### src/rtl/idct_pkg.sv
// Types and constants shared by the row IDCT, transpose and column IDCT stages.
package idct_pkg;

  localparam int BLOCK_DIM       = 8;
  localparam int ROW_IDX_W       = 3;
  localparam int IDCT_COEF_WIDTH = 16;

  localparam logic [ROW_IDX_W-1:0] LAST_IDX = 3'd7;

  typedef logic [BLOCK_DIM-1:0][IDCT_COEF_WIDTH-1:0] coef_vec_t;

endpackage

### src/rtl/nasti_stream_channel.sv
// Stream channel carrying one vector of BLOCK_DIM coefficients per beat.
interface nasti_stream_channel #(
  parameter int N_ELEM = 8,
  parameter int ELEM_W = 16,
  parameter int ID_W   = 4,
  parameter int DEST_W = 4,
  parameter int USER_W = 4
);

  localparam int DATA_W = N_ELEM * ELEM_W;

  logic                           t_valid;
  logic                           t_ready;
  logic [N_ELEM-1:0][ELEM_W-1:0]  t_data;
  logic [DATA_W/8-1:0]            t_strb;
  logic [DATA_W/8-1:0]            t_keep;
  logic                           t_last;
  logic [ID_W-1:0]                t_id;
  logic [DEST_W-1:0]              t_dest;
  logic [USER_W-1:0]              t_user;

  modport master (
    output t_valid, t_data, t_strb, t_keep, t_last, t_id, t_dest, t_user,
    input  t_ready
  );

  modport slave (
    input  t_valid, t_data, t_strb, t_keep, t_last, t_id, t_dest, t_user,
    output t_ready
  );

endinterface

### src/rtl/idct_transpose_bank.sv
// One 8x8 transpose bank: row write port, row-written mask, and a
// combinational column read that zero-fills rows not written in this block.
module idct_transpose_bank
  import idct_pkg::*;
#(
  parameter int COEF_WIDTH = IDCT_COEF_WIDTH
) (
  input  logic                                  clk_i,
  input  logic                                  rst_i,
  input  logic                                  wr_en_i,
  input  logic [ROW_IDX_W-1:0]                  wr_row_i,
  input  logic [BLOCK_DIM-1:0][COEF_WIDTH-1:0]  wr_data_i,
  input  logic                                  clr_i,
  input  logic [ROW_IDX_W-1:0]                  rd_col_i,
  output logic [BLOCK_DIM-1:0][COEF_WIDTH-1:0]  rd_data_o
);

  typedef logic [BLOCK_DIM-1:0][COEF_WIDTH-1:0] vec_t;

  vec_t                 mem_q [BLOCK_DIM];
  logic [BLOCK_DIM-1:0] mask_q;
  logic [BLOCK_DIM-1:0] mask_d;

  // Contents are never reset; the mask alone decides what is visible.
  always_ff @(posedge clk_i) begin
    if (wr_en_i) begin
      mem_q[wr_row_i] <= wr_data_i;
    end
  end

  always_comb begin
    mask_d = mask_q;
    if (clr_i) begin
      mask_d = '0;
    end
    if (wr_en_i) begin
      mask_d[wr_row_i] = 1'b1;
    end
  end

  always_ff @(posedge clk_i) begin
    if (rst_i) begin
      mask_q <= '0;
    end else begin
      mask_q <= mask_d;
    end
  end

  for (genvar gi = 0; gi < BLOCK_DIM; gi++) begin : g_col_rd
    assign rd_data_o[gi] = mask_q[gi] ? mem_q[gi][rd_col_i] : '0;
  end

endmodule

### src/rtl/stream_idct_transpose.sv
// Ping-pong 8x8 transpose between the row and column IDCT passes:
// rows in, columns out, one beat per cycle on each side.
module stream_idct_transpose
  import idct_pkg::*;
#(
  parameter int COEF_WIDTH = IDCT_COEF_WIDTH
) (
  input  logic                aclk,
  input  logic                areset,
  nasti_stream_channel.slave  in_ch,
  nasti_stream_channel.master out_ch
);

  typedef logic [BLOCK_DIM-1:0][COEF_WIDTH-1:0] vec_t;

  logic [1:0]           full_q, full_d;
  logic [1:0]           last_q, last_d;
  logic                 wr_sel_q, wr_sel_d;
  logic [ROW_IDX_W-1:0] wr_row_q, wr_row_d;
  logic                 rd_sel_q, rd_sel_d;
  logic [ROW_IDX_W-1:0] rd_col_q, rd_col_d;
  logic                 out_valid_q, out_valid_d;
  logic                 out_last_q, out_last_d;
  vec_t                 out_data_q, out_data_d;

  vec_t                 in_data;
  vec_t                 bank_rd [2];
  logic [1:0]           bank_wr_en;
  logic [1:0]           bank_clr;

  logic in_ready;
  logic wr_fire;
  logic wr_term;
  logic out_free;
  logic rd_load;
  logic rd_done;
  logic unused_in;

  assign in_data   = in_ch.t_data;
  assign unused_in = ^{in_ch.t_strb, in_ch.t_keep, in_ch.t_id, in_ch.t_dest, in_ch.t_user};

  // full gates both sides, so writer and reader never share a bank.
  assign in_ready = !areset && !full_q[wr_sel_q];
  assign wr_fire  = in_ch.t_valid && in_ready;
  assign wr_term  = wr_fire && ((wr_row_q == LAST_IDX) || in_ch.t_last);
  assign out_free = !out_valid_q || out_ch.t_ready;
  assign rd_load  = full_q[rd_sel_q] && out_free;
  assign rd_done  = rd_load && (rd_col_q == LAST_IDX);

  for (genvar gi = 0; gi < 2; gi++) begin : g_bank
    assign bank_wr_en[gi] = wr_fire && (wr_sel_q == 1'(gi));
    assign bank_clr[gi]   = rd_done && (rd_sel_q == 1'(gi));

    idct_transpose_bank #(
      .COEF_WIDTH (COEF_WIDTH)
    ) u_bank (
      .clk_i     (aclk),
      .rst_i     (areset),
      .wr_en_i   (bank_wr_en[gi]),
      .wr_row_i  (wr_row_q),
      .wr_data_i (in_data),
      .clr_i     (bank_clr[gi]),
      .rd_col_i  (rd_col_q),
      .rd_data_o (bank_rd[gi])
    );
  end

  always_comb begin
    full_d      = full_q;
    last_d      = last_q;
    wr_sel_d    = wr_sel_q;
    wr_row_d    = wr_row_q;
    rd_sel_d    = rd_sel_q;
    rd_col_d    = rd_col_q;
    out_valid_d = out_valid_q;
    out_last_d  = out_last_q;
    out_data_d  = out_data_q;

    if (wr_fire) begin
      if (wr_term) begin
        full_d[wr_sel_q] = 1'b1;
        last_d[wr_sel_q] = in_ch.t_last;
        wr_sel_d         = !wr_sel_q;
        wr_row_d         = '0;
      end else begin
        wr_row_d = wr_row_q + 3'd1;
      end
    end

    if (rd_load) begin
      out_valid_d = 1'b1;
      out_data_d  = bank_rd[rd_sel_q];
      out_last_d  = last_q[rd_sel_q] && (rd_col_q == LAST_IDX);
      if (rd_done) begin
        full_d[rd_sel_q] = 1'b0;
        rd_sel_d         = !rd_sel_q;
        rd_col_d         = '0;
      end else begin
        rd_col_d = rd_col_q + 3'd1;
      end
    end else if (out_ch.t_ready) begin
      out_valid_d = 1'b0;
    end
  end

  always_ff @(posedge aclk) begin
    if (areset) begin
      full_q      <= '0;
      last_q      <= '0;
      wr_sel_q    <= 1'b0;
      wr_row_q    <= '0;
      rd_sel_q    <= 1'b0;
      rd_col_q    <= '0;
      out_valid_q <= 1'b0;
      out_last_q  <= 1'b0;
      out_data_q  <= '0;
    end else begin
      full_q      <= full_d;
      last_q      <= last_d;
      wr_sel_q    <= wr_sel_d;
      wr_row_q    <= wr_row_d;
      rd_sel_q    <= rd_sel_d;
      rd_col_q    <= rd_col_d;
      out_valid_q <= out_valid_d;
      out_last_q  <= out_last_d;
      out_data_q  <= out_data_d;
    end
  end

  assign in_ch.t_ready  = in_ready;
  assign out_ch.t_valid = out_valid_q;
  assign out_ch.t_data  = out_data_q;
  assign out_ch.t_last  = out_last_q;
  assign out_ch.t_strb  = '1;
  assign out_ch.t_keep  = '1;
  assign out_ch.t_id    = '0;
  assign out_ch.t_dest  = '0;
  assign out_ch.t_user  = '0;

endmodule
### src/flat_wrapper.sv
// flat-port wrapper written by rule: the top's interface ports become plain ports
module stream_idct_transpose_flat import idct_pkg::*;
#(
  parameter int COEF_WIDTH = IDCT_COEF_WIDTH
)
  (aclk, areset, in_ch_t_valid, in_ch_t_data, in_ch_t_strb, in_ch_t_keep, in_ch_t_last, in_ch_t_id, in_ch_t_dest, in_ch_t_user, in_ch_t_ready, out_ch_t_valid, out_ch_t_data, out_ch_t_strb, out_ch_t_keep, out_ch_t_last, out_ch_t_id, out_ch_t_dest, out_ch_t_user, out_ch_t_ready);
  nasti_stream_channel in_ch_i ();
  nasti_stream_channel out_ch_i ();
  input  logic aclk;
  input  logic areset;
  input wire logic [$bits(in_ch_i.t_valid)-1:0] in_ch_t_valid;
  input wire logic [$bits(in_ch_i.t_data)-1:0] in_ch_t_data;
  input wire logic [$bits(in_ch_i.t_strb)-1:0] in_ch_t_strb;
  input wire logic [$bits(in_ch_i.t_keep)-1:0] in_ch_t_keep;
  input wire logic [$bits(in_ch_i.t_last)-1:0] in_ch_t_last;
  input wire logic [$bits(in_ch_i.t_id)-1:0] in_ch_t_id;
  input wire logic [$bits(in_ch_i.t_dest)-1:0] in_ch_t_dest;
  input wire logic [$bits(in_ch_i.t_user)-1:0] in_ch_t_user;
  output wire logic [$bits(in_ch_i.t_ready)-1:0] in_ch_t_ready;
  output wire logic [$bits(out_ch_i.t_valid)-1:0] out_ch_t_valid;
  output wire logic [$bits(out_ch_i.t_data)-1:0] out_ch_t_data;
  output wire logic [$bits(out_ch_i.t_strb)-1:0] out_ch_t_strb;
  output wire logic [$bits(out_ch_i.t_keep)-1:0] out_ch_t_keep;
  output wire logic [$bits(out_ch_i.t_last)-1:0] out_ch_t_last;
  output wire logic [$bits(out_ch_i.t_id)-1:0] out_ch_t_id;
  output wire logic [$bits(out_ch_i.t_dest)-1:0] out_ch_t_dest;
  output wire logic [$bits(out_ch_i.t_user)-1:0] out_ch_t_user;
  input wire logic [$bits(out_ch_i.t_ready)-1:0] out_ch_t_ready;
  assign in_ch_i.t_valid = in_ch_t_valid;
  assign in_ch_i.t_data = in_ch_t_data;
  assign in_ch_i.t_strb = in_ch_t_strb;
  assign in_ch_i.t_keep = in_ch_t_keep;
  assign in_ch_i.t_last = in_ch_t_last;
  assign in_ch_i.t_id = in_ch_t_id;
  assign in_ch_i.t_dest = in_ch_t_dest;
  assign in_ch_i.t_user = in_ch_t_user;
  assign in_ch_t_ready = in_ch_i.t_ready;
  assign out_ch_t_valid = out_ch_i.t_valid;
  assign out_ch_t_data = out_ch_i.t_data;
  assign out_ch_t_strb = out_ch_i.t_strb;
  assign out_ch_t_keep = out_ch_i.t_keep;
  assign out_ch_t_last = out_ch_i.t_last;
  assign out_ch_t_id = out_ch_i.t_id;
  assign out_ch_t_dest = out_ch_i.t_dest;
  assign out_ch_t_user = out_ch_i.t_user;
  assign out_ch_i.t_ready = out_ch_t_ready;
  stream_idct_transpose #(.COEF_WIDTH(COEF_WIDTH)) u_core (.aclk(aclk), .areset(areset), .in_ch(in_ch_i), .out_ch(out_ch_i));
endmodule
### config.mk
export PLATFORM = sky130hd
export DESIGN_NAME = stream_idct_transpose_flat
export DESIGN_NICKNAME = d
export VERILOG_FILES = /design/src/rtl/idct_pkg.sv /design/src/rtl/nasti_stream_channel.sv /design/src/rtl/idct_transpose_bank.sv /design/src/rtl/stream_idct_transpose.sv /design/src/flat_wrapper.sv
export SDC_FILE = /design/constraint.sdc
export NUM_CORES = 2
export LEC_CHECK = 0
export BUFFER_PORTS_ARGS = -buffer_cell sky130_fd_sc_hd__buf_2
export CAP_MARGIN = 20
export CORE_MARGIN = 2
export CORE_UTILIZATION = 60
export DETAILED_ROUTE_END_ITERATION = 10
export GPL_ROUTABILITY_DRIVEN = 0
export PLACE_DENSITY_LB_ADDON = 0.3
export SYNTH_ARGS = -nofsm -noshare
export SYNTH_HDL_FRONTEND = slang
export SYNTH_SLANG_ARGS = --single-unit
### constraint.sdc
create_clock -name aclk -period 17.52 [get_ports aclk]
set_input_delay 1.752 -clock aclk [delete_from_list [all_inputs] [get_ports aclk]]
set_output_delay 1.752 -clock aclk [all_outputs]
set_load 0.05 [all_outputs]
### Word level (Yosys, flattened, before mapping)

Memories as Yosys holds them, arrays and structs flattened.
Index checks and enable logic that the tools add are counted.

* memories kept: 2
* RAM bits: 2048
* register bits after elaboration: 158
* output and inout port bits: 175
* input bits: 177

Memories
* u_core.g_bank[0].u_bank.mem_q: words 8, bits a word 128, read ports 8, clocked after memory_dff 0, wr ports 1, line idct_transpose_bank.sv:20 `vec_t mem_q [BLOCK_DIM];`
* u_core.g_bank[1].u_bank.mem_q: words 8, bits a word 128, read ports 8, clocked after memory_dff 0, wr ports 1, line idct_transpose_bank.sv:20

* order comparisons: 8
* mux-type cells: 80
* bitwise logic cells: 8
* reduce and logical (&&, ||, !) cells: 23
* $add $sub $neg: 2
* eq/ne operators: 2

Operators with widths (number)
* 16-bit binary-select mux with 3-bit select: 16
* 16-bit 2-to-1 mux: 32
* 128-bit 2-to-1 mux: 3
* 8-bit 2-to-1 mux: 4
* 8-bit OR: 2
* 1-bit 2-to-1 mux: 15
* 1-bit logical AND: 13
* 3-bit by 4-bit < comparator with 1-bit output (second input constant): 2
* 2-bit 2-to-1 mux: 4
* 3-bit by 1-bit adder with 3-bit output (second input constant): 2
* 3-bit equality test (second input constant): 2
* 3-bit 2-to-1 mux: 2
* 1-bit logical NOT: 5
* 1-bit by 2-bit < comparator with 1-bit output (second input constant): 2
* 2-bit AND reduction: 2
* 1-bit demux with 3-bit select: 1
* 3-bit by 1-bit greater-or-equal comparator with 1-bit output (second input constant): 1
* 2-bit AND: 1
* 2-bit bitwise mux: 1
* 1-bit demux with 1-bit select: 2
* 1-bit greater-or-equal comparator (second input constant): 2
* 2-bit greater-or-equal comparator (second input constant): 1
* 1-bit logical OR: 2
* 1-bit NOT: 2
* 4 further kinds: 4

### Longest topological paths before layout

* depth in word-level cells: 11
* gate-level depth with buffers: 7

### Modules after synthesis

From an unflattened synthesis, not the netlist that was laid out.

* cell total of the unflattened synthesis: 4532
* area total of the unflattened synthesis: 86900.8 um2

Modules (own cells, without submodules)
* idct_transpose_bank (u_core.g_bank[0].u_bank): cells an instance 1912, area an instance 39673.0 um2, times used 1
* idct_transpose_bank (u_core.g_bank[1].u_bank): cells an instance 1910, area an instance 39646.8 um2, times used 1
* stream_idct_transpose: cells an instance 710, area an instance 7581.0 um2, times used 1

### Least setup slack after synthesis

Ideal clock, no wire load.

* kind: input port to flip-flop
* start: in areset
* end: mem u_core.g_bank[0].u_bank.mem_q[0][0] (netlist bit), enable pin
* slack: 1.881 ns
* library setup time: 0.932 ns
* data required time: 16.588 ns
* cell stages on the path: 3
* arrival time: 14.707 ns
* buffers on the path: 1
* path through: clkbuf_1 -> or4b_2 -> nor4_1

* longest elaborated chain between the ends: 6

RTL lines
* start, declared: line flat_wrapper.sv:10 `input logic areset;`
* 1-bit logical NOT: line stream_idct_transpose.sv:43 `assign in_ready = !areset && !full_q[wr_sel_q];`
* 1-bit logical AND: line stream_idct_transpose.sv:43
* 1-bit logical AND: line stream_idct_transpose.sv:44 `assign wr_fire = in_ch.t_valid && in_ready;`
* 1-bit logical AND: line stream_idct_transpose.sv:51 `assign bank_wr_en[gi] = wr_fire && (wr_sel_q == 1'(gi));`
* 1-bit 2-to-1 mux: line idct_transpose_bank.sv:26 `if (wr_en_i) begin`
* 1-bit 2-to-1 mux (not written as such): line idct_transpose_bank.sv:27 `mem_q[wr_row_i] <= wr_data_i;`
* end, declared: line idct_transpose_bank.sv:20

No other way between the ends.

### Worst setup path after layout

* start: in areset
* end: mem u_core.g_bank[0].u_bank.mem_q[7][104] (netlist bit), enable pin

Same word-level chain as after synthesis.

==> impl_metrics.toml <==
[yosys]
ys_seq_area_frac = 0.7817
synth.distinct_cells = 41
ys_ff_latch = 2206
yosysTopAreaCell = "edfxtp_1"
syn_area_per_cell_um2 = 23.01
synthArstFlopShare = 0
netlist_area_um2 = 82720
syn_inst = 3595
synthTopCellsByArea = "edfxtp_1, mux4_2, dfxtp_1, mux2_2, mux2i_1"
synth-edff-count = 2048
ys.warnings.count = 0
synth_top_area_frac = 0.7435
synth_flop_cell = "edfxtp_1"

[die]
row_count = 136
core_area_um2 = 137200
die_x_um = 375.3
die_h_um = 375.3
initial_utilization = 0.6031
ios = 352
dieArea_um2 = 140800

[routing]
drc = 0
vias = 38417
drt-total-wl_mm = 183.0
viasPerCell = 6.481
drtIter0Drc = 4354
routedWlPerCell_um = 30.88
detail-route-antenna-nets = 0
dr.pass1.iters = 5

[final_layout]
final_cell_mix = "edfxtp_1, mux4_2, buf_2"
drive_above_1_share = 0.3143
layout_commonest_cell = "edfxtp_1"
areaGrowthSynthToFinish_pct = 11.93
layout.nets = 4130
fin_cells = 5928

[placement]
dp_hpwl_mm = 97.31
io_buffers = 263
dpl.cell_count = 5531

[timing]
drv_slew = 0
rsz0062_at_grt = "no"
hold_viol = 0
setup_tns_ns = 0
slew_headroom = 0.2310
min_period_ns = 5.246
finalSetupViolCount = 0
skew_ns = 0.02280
fmax_mhz = 190.6
min_period_over_period = 0.2994
worst_slew_pin_slew_ns = 1.154

[clock_tree]
cts_tree = "built"
hold_buffers = 0
clock_latency_ns = 0.82
cts.sinks = 2206
htreeDepth = 4
clockBufferDepth = 3
postCtsSetupBuffers = 0
cts_repair_resize_count = 0
clk_pin_slew_ns = 0.06
cts_root_buf = "clkbuf_16"
cts_buffers = 209

[worst_setup_path]
start_kind = "input port"
end_kind = "register"
path_class = "input port to register"
crit_fanout = 56
cp.arrival_ns = 5.68
crit_required_ns = 17.95

[worst_hold_path]
hold_path_class = "register to register"

[outcome]
status = "complete, no violations"

[power]
peakVddDrop_mv = 0.09091
p_leak_nw = 28.99
power.density_nw_per_um2 = 113.5

[global_route]
grt_pass1_vias = 38725
grtUsageTotal = 0.2619
grt_overflow_total = 0
grt_max_degree = 161
grt_pass1_wl_mm = 264.9
antenna_found_initial = 16

[run]
maxCapViolations = 0
-- sequential cells by signal (all words and copies together), names as in the netlist --
name,flops
u_core.g_bank.u_bank.mem_q,2048
u_core.out_ch.t_data,128
u_core.g_bank.u_bank.mask_q,16
u_core.rd_col_q,3
u_core.wr_row_q,3
u_core.full_q,2
u_core.last_q,2
u_core.out_ch.t_last,1
u_core.out_ch.t_valid,1
u_core.rd_sel_q,1
u_core.wr_sel_q,1
-- where the power goes --
| group | leakage, nW | switching [mW] | total, mW | internal [mW] |
|---|---|---|---|---|
| sequential | 19.7 | 0.00941 | 5.79 | 5.78 |
| clock | 3.26 | 1.88 | 4.37 | 2.49 |
| combinational | 6.01 | 0.226 | 0.349 | 0.122 |
-- path summary, 6_finish.rpt --
check / slack (ns) / cells after the start / endpoint / startpoint
worst max-delay path: 12.27 / 6 / u_core.g_bank[0].u_bank.mem_q[7][104]$_DFFE_PP_ / areset
worst min-delay path: 0.44 / 1 / u_core.g_bank[1].u_bank.mask_q[6]$_SDFF_PP0_ / u_core.g_bank[1].u_bank.mask_q[6]$_SDFF_PP0_
worst max register to register: 12.84 / 6 / u_core.out_ch.t_data[116]$_SDFFE_PP0P_ / u_core.rd_col_q[0]$_SDFFE_PP0P_
worst min register to register: 0.44 / 1 / u_core.g_bank[1].u_bank.mask_q[6]$_SDFF_PP0_ / u_core.g_bank[1].u_bank.mask_q[6]$_SDFF_PP0_
-- per-layer routing --
metal	up-vias	part of all wire	wire (um)	GRT usage
met5	-	0.000071	13	0
met1	20444	0.38	69720	0.3565
met4	2	0.026	4848	0.08199
met2	1830	0.51	92510	0.4305
li1	15845	-	-	-
met3	296	0.087	15940	0.05723
-- worst max-delay path: stages --
cell,delay [ns]
buf_2,0.31
nor4b_1,0.78
nand2_1,0.45
nor2_4,0.86
buf_4,0.66
buf_4,0.71
-- synth_stat cells, types with 3 or more instances --
master and n:
edfxtp_1 2048, mux4_2 512, dfxtp_1 158, nor2_1 147, mux2_2 129, mux2i_1 128
a221o_1 127, clkbuf_1 104, buf_4 44, buf_2 38, buf_1 24, buf_6 23
nand2_1 16, a21oi_1 15, a21o_1 9, and2_1 9, nand4b_1 8, nand3_1 6
nand2b_1 5, nor3_1 5, ha_1 4, inv_1 4, nor2b_1 4, o21ai_0 4
a31oi_1 3
-- logic make-up (layout without fill, tap and decap cells) --
kind of cell,Yosys count,after routing,synth area share
flip-flops,2206,2206,0.7817
multiplexers,769,769,0.1725
buffers and inverters,237,730,0.01541
AND/OR/NAND/NOR,212,212,0.01145
AO/OA/AOI/OAI,165,165,0.01824
adder cells (fa/ha/maj),4,4,0.0006051
other,2,48,0.00009079
-- cell type report --
| type | count | area [um2] |
|---|---|---|
| Sequential cell | 2206 | 64670 |
| Fill cell | 8310 | 44570 |
| Clock inverter | 103 | 899.6 |
| Timing Repair Buffer | 334 | 1902 |
| Antenna cell | 4 | 10.01 |
| Clock buffer | 289 | 5777 |
| Multi-Input combinational cell | 1194 | 17050 |
| Inverter | 4 | 25.02 |
| Tap cell | 1794 | 2245 |
-- through the flow --
stage	total power, mW	setup slack (ns)	hold WS [ns]	util	instance area (um2)
floorplan	6.121	1.881	0.4181	-	82870
global placement	6.247	11.69	0.4243	0.6260	85850
detailed placement	6.251	11.59	0.4311	0.6261	85870
CTS	10.57	12.45	0.4439	0.6748	92550
global route	10.78	12.09	0.4523	0.6750	92580
finish	10.51	12.27	0.4400	0.6750	92580
Power figures use the tool's default switching activity.
